File: config.mk
export PLATFORM = sky130hd
export DESIGN_NAME = demux2_stream
export DESIGN_NICKNAME = d
export VERILOG_FILES = /design/src/rtl/demux2_stream.sv
export SDC_FILE = /design/constraint.sdc
export NUM_CORES = 1
export LEC_CHECK = 0
export ABC_CLOCK_PERIOD_IN_PS = 2200
export BUFFER_PORTS_ARGS = -buffer_cell sky130_fd_sc_hd__buf_2
export CAP_MARGIN = 20
export CORE_ASPECT_RATIO = 0.6
export CORE_MARGIN = 3
export CORE_UTILIZATION = 54
export DETAILED_ROUTE_END_ITERATION = 7
export HOLD_SLACK_MARGIN = 0.06
export PLACE_DENSITY = 0.79
export SLEW_MARGIN = 20
export SYNTH_ARGS = -nofsm -noshare
export SYNTH_HDL_FRONTEND = slang
export SYNTH_SLANG_ARGS = --single-unit
File: constraint.sdc
create_clock -name clk -period 2.2 [get_ports clk]
set_input_delay 0.11 -clock clk [delete_from_list [all_inputs] [get_ports clk]]
set_output_delay 0.11 -clock clk [all_outputs]
set_load 0.01 [all_outputs]
File: src/rtl/demux2_stream.sv
// Two-way stream demultiplexer: in_sel steers each accepted word into one of two
// independent 2-entry FIFOs, each with a registered head word and an acceptance counter.
module demux2_stream #(
  parameter int unsigned WIDTH = 32
) (
  input  logic             clk,
  input  logic             reset,
  input  logic             in_valid,
  output logic             in_ready,
  input  logic [WIDTH-1:0] in_data,
  input  logic             in_sel,
  output logic             out0_valid,
  output logic             out1_valid,
  input  logic             out0_ready,
  input  logic             out1_ready,
  output logic [WIDTH-1:0] out0_data,
  output logic [WIDTH-1:0] out1_data,
  output logic [15:0]      cnt0,
  output logic [15:0]      cnt1,
  output logic             busy
);

  localparam int unsigned CW = 16;

  typedef enum logic [1:0] {
    EMPTY = 2'd0,
    ONE   = 2'd1,
    FULL  = 2'd2
  } state_t;

  logic accept;

  for (genvar k = 0; k < 2; k++) begin : g_ch
    state_t           state;
    logic [WIDTH-1:0] head;
    logic [WIDTH-1:0] tail;
    logic [CW-1:0]    cnt;
    logic             sink_ready;
    logic             push;
    logic             pop;
    logic             valid;
    logic             full;

    assign sink_ready = (k == 0) ? out0_ready : out1_ready;
    assign valid      = (state != EMPTY);
    assign full       = (state == FULL);
    assign push       = accept && (in_sel == 1'(k));
    assign pop        = valid && sink_ready;

    // head is the oldest word; tail only holds the second word while FULL
    always_ff @(posedge clk) begin
      if (reset) begin
        state <= EMPTY;
        head  <= '0;
        tail  <= '0;
        cnt   <= '0;
      end else begin
        if (push) cnt <= cnt + CW'(1);
        unique case (state)
          EMPTY: begin
            if (push) begin
              head  <= in_data;
              state <= ONE;
            end
          end
          ONE: begin
            if (push && pop) begin
              head <= in_data;
            end else if (push) begin
              tail  <= in_data;
              state <= FULL;
            end else if (pop) begin
              state <= EMPTY;
            end
          end
          FULL: begin
            // in_ready is low for this channel, so only a pop can happen here
            if (pop) begin
              head  <= tail;
              state <= ONE;
            end
          end
          default: state <= EMPTY;
        endcase
      end
    end
  end

  // Readiness looks only at the selected channel's occupancy, never at the sinks
  assign in_ready = in_sel ? !g_ch[1].full : !g_ch[0].full;
  assign accept   = in_valid && in_ready;

  assign out0_valid = g_ch[0].valid;
  assign out1_valid = g_ch[1].valid;
  assign out0_data  = g_ch[0].head;
  assign out1_data  = g_ch[1].head;
  assign cnt0       = g_ch[0].cnt;
  assign cnt1       = g_ch[1].cnt;
  assign busy       = g_ch[0].valid || g_ch[1].valid;

endmodule

### After elaboration in Yosys (flattened, before gate mapping)

Cells that the tools add are included.
Widths: inputs -> output; s select.

* $add $sub $neg: 2
* eq/ne operators: 14
* multiplexer cells: 21
* bitwise gates (word level): 3
* reductions and logical operators: 22

Operator list (number)
* $mux 32: 6
* $pmux 32 s3: 2
* $add 16x1->16 const B: 2
* $mux 2: 10
* $ne 2x2->1 const B: 8
* $reduce_and 4->1: 4
* $pmux 2 s3: 2
* $logic_and 1x1->1: 7
* $ne 3x3->1 const B: 2
* $reduce_and 3->1: 2
* $reduce_bool 3->1: 2
* $eq 2x1->1 const B: 2
* $eq 2x2->1 const B: 2
* $logic_not 2->1: 2
* $reduce_bool 2->1: 2
* $not 1->1: 3
* $logic_not 1->1: 2
* $logic_or 1x1->1: 1
* $mux 1: 1

* bits in registers: 164
* word-level logic and storage cells: 70

### Depth between registers and ports, before layout

* depth after elaboration: 8
* gate-level depth with buffers: 7
* depth with buffers taken out: 5

### Worst setup path before layout

OpenSTA, ideal clock, no wires.

* kind: reg2reg
* start point: reg g_ch[1].cnt[0] (netlist: cnt1[0])
* end point: reg g_ch[1].cnt[12] (netlist: cnt1[12])
* setup time: 70 ps
* arrival time: 1703 ps
* data required time: 2130 ps
* setup slack: 427 ps
* stages on the path, launching flop included: 6
* buffers on the path: 0
* period minus slack after synthesis: 1773 ps
* cells stage by stage: dfxtp_1 > ha_1 > nand2_1 > or4b_2 > or3_1 > a21oi_1

* longest elaborated chain between the ends: 1

RTL lines
* start: declaration: line 37 `logic [CW-1:0] cnt;`
* start signal: assignment: line 58 `if (push) cnt <= cnt + CW'(1);`
* $add 16x1->16: line 58

Every way passes these cells.
A chain may end at the register's enable or synchronous reset.

### Worst setup path in the final report

* start point: reg g_ch[1].cnt[0] (netlist: cnt1[0])
* end point: reg g_ch[1].cnt[14] (netlist: cnt1[14])

Same word-level chain as after synthesis.

==> metrics.md <==
| Metric | Value |
|---|---|
| Outcome | `finished clean` |
| # DRC | `0` |
| FMAX | `543.9 MHz` |
| Setup crit start kind | `register` |
| Slew @ Worst Pin | `0.5087 ns` |
| Min-delay worst type | `in2reg` |
| Initial core utilization | `57.18%` |
| Final Hold Viols | `0` |
| Post-route core utilization | `72.20%` |
| Most common cell in the netlist | `nand2_1` |
| Die Wd | `149.5 um` |
| Worst-path cell chain | `ha_1, nand2_1, or3_1, or4_1, a21oi_1` |
| Critical path depth | `5` |
| Max stage delay cell, worst path | `or4_1` |
| Fin nets | `1036` |
| HP Start | `in_valid` |
| FF-to-FF setup slack | `0.36 ns` |
| Maximum number of pins on one net before global-route repair | `65` |
| Total leakage power | `3.292 nW` |
| H-Tree Depth | `4` |
| Ant diodes | `0` |
| Multi-input logic area | `3163 um^2` |
| Core Area | `11670 um^2` |
| Post-Syn Nets | `895` |
| Final wirelength | `18110 um` |
| Initial antenna violation count | `0` |
| Sequential area share after synthesis | `49.18%` |
| Via/cell ratio | `5.512` |
| Worst Path Required | `2.56 ns` |
| FF+latch area | `3283 um^2` |
| Hold depth | `4` |
| Placed Instances | `1103` |
| Synth area leaders | `dfxtp_1 (49%), nand2_1 (15%), a311oi_1 (8.4%)` |
| IO buf count | `137` |
| Total track usage | `26.27%` |
| 1st-pass router iterations | `5` |
| Dpl cell area | `7531 um^2` |
| Fillcell total | `931` |
| Setup WS post-layout | `0.3616 ns` |
| Top-area cell type share of the netlist area | `49.18%` |
| Number of max-cap violations | `0` |
| Number of CTS-inserted buffers | `17` |
| Number of synthesized flops with an enable pin | `0` |
| Power per cell area | `784.4 nW/um^2` |
| Final Critical Period | `1.838 ns` |
| Gr ovfl total | `0` |
| Post-CTS Repair Setup Buffers | `0` |
| Post-route antenna net violation count | `0` |
| Yosys cell types | `36` |
| Yosys reg bits | `164` |
| Dpl ws | `0.3605 ns` |
| Vias | `6438` |
| Proportion of layout cells with a drive suffix above 1 | `19.44%` |
| Crit. End Element | `register` |
| Syn avg cell area | `7.807 um^2` |
| Setup TNS | `0 ns` |
| Crit-path max cell delay | `0.53 ns` |
| Mapped Area | `6675 um^2` |
| DR WL/cell | `15.50 um` |
| Crit path kind | `reg2reg` |
| Clock Latency Late Sink | `0.42 ns` |
| Area Overhead vs Synth | `26.26%` |
| Tot Pwr | `6.611 mW` |
| Final Cell Area | `8428 um^2` |
| Top FF cell, synth | `dfxtp_1` |
| Synth top cells by count | `nand2_1 (271), dfxtp_1 (164), nor2_1 (85)` |
| CP Data Arrival Time | `2.20 ns` |
| R2R depth | `5` |
| Detail Placement HPWL | `11510 um` |
| Critical path peak fanout | `6` |
| CTS tree | `done` |
| Setup Skew | `0.009863 ns` |
| Die area | `13780 um^2` |
| Max IR drop VDD | `0.5490 mV` |
| I/O Pins | `138` |
| Critical R2R Capture | `cnt1[14]` |
| Max clock buf depth | `2` |
| Area leader, netlist | `dfxtp_1` |
| Synthesized netlist cell count | `855` |
| # setup viols final | `0` |
| Launching point of the worst reg2reg path | `cnt1[0]` |
| Clk sink count | `164` |
| Die height | `92.12 um` |
| Rel. slew slack | `66.09%` |
| 1st-iter DRT viols | `537` |
| Period utilization | `83.57%` |
| Fin. max-slew vios | `0` |
| RSZ-0062 raised after global routing | `no` |
| Vias in the first global route | `5644` |
| Family with the most delay on the worst path | `simple AND/OR/NAND/NOR gates` |
| First-pass GRT wire length | `29210 um` |
| Clk slew on worst S/H paths | `0.07 ns` |
| Buffer and inverter count on the worst path | `0` |
| Std cell rows | `30` |
| Fin cells | `1168` |
| Async set-reset flop share out of synthesis | `0%` |
| Fin Hold WS | `0.1179 ns` |
| Hold Path Sink | `g_ch[1].state[0]` |
| GP Congestion | `0.8377` |
| Clock Tree Root | `clkbuf_16` |
| YS warnings | `0` |
-- cell type report --
type | count | area share [%]
flip-flops and latches | 164 | 38.95
multi-input cells | 621 | 37.53
repair buffers | 189 | 14.40
clock buffers | 18 | 5.092
well taps | 160 | 2.375
clock inverters | 13 | 1.514
inverters | 3 | 0.1336
-- tightest hold or removal path, stage by stage --
cell and delay (ns):
buf_2 0.11, a31oi_1 0.08, o21bai_1 0.13, a21oi_1 0.06
-- per-layer routing --
layer  vias up  wire length [um]  track usage (%)
met5         -                 0                0
met4         0               207            7.768
met3        22              1499            5.185
met2       257              7819            37.63
met1      2945              8578            39.77
li1       3214                 -                -
-- layout by cell type (no fill, tap or decap), drive strengths merged, types with 2 or more instances in the layout --
cell         instances
o21ai               17
nand3               10
nand2b               4
o31ai                5
nor3                 2
nand3b               3
or4                  3
ha                   2
and4                 4
inv                  7
a311oi              64
clkinv               5
dlygate4sd3         34
or2                  3
buf                155
nor3b                3
dfxtp              164
or3                 18
clkinvlp             3
nor4                 7
nand4                7
xor2                 2
nand2              271
a21oi               84
xnor2               12
nor2                85
nor2b                6
clkbuf              18
-- cells by family (layout without fill, tap and decap cells) --
kind of cell,count (synthesis),count (layout),synth area share [%]
compound gates,174,174,17.11
xor+xnor,14,14,1.837
fa+ha+maj,2,2,0.3748
buf+inv,70,223,4.086
flops,164,164,49.18
mux,1,1,0.1687
simple gates,430,430,27.24
-- flip-flops by register name (all words and copies together) (netlist names) --
name,cells
out0_data,32
g_ch.tail,64
out1_data,32
cnt1,16
g_ch.state,4
cnt0,16
-- power by group --
part	internal (mW)	switching, mW	total, mW
clock	1.57	1.25	2.82
combinational	0.266	0.374	0.640
sequential	3.08	0.0715	3.15
total	4.92	1.69	6.61
-- worst max-delay path by stage --
stage	slack, ns	startpoint	to
4_1_cts	0.37	g_ch[0].state[1]	cnt0[15]
6_report	0.36	cnt1[0]	cnt1[14]
2_1_floorplan	0.43	cnt1[0]	cnt1[12]
3_3_place_gp	0.43	g_ch[0].state[1]	cnt0[15]
5_1_grt	0.26	g_ch[0].state[1]	out0_data[23]
3_5_place_dp	0.36	cnt1[0]	cnt1[12]
-- timing repair --
item                                   4_1_cts  5_1_grt
setup endpoints to repair                    0        0
gates resized for setup                      0        0
hold buffers                                34        0
endpoints found under the hold margin      130        0
Power figures use the tool's default switching activity.
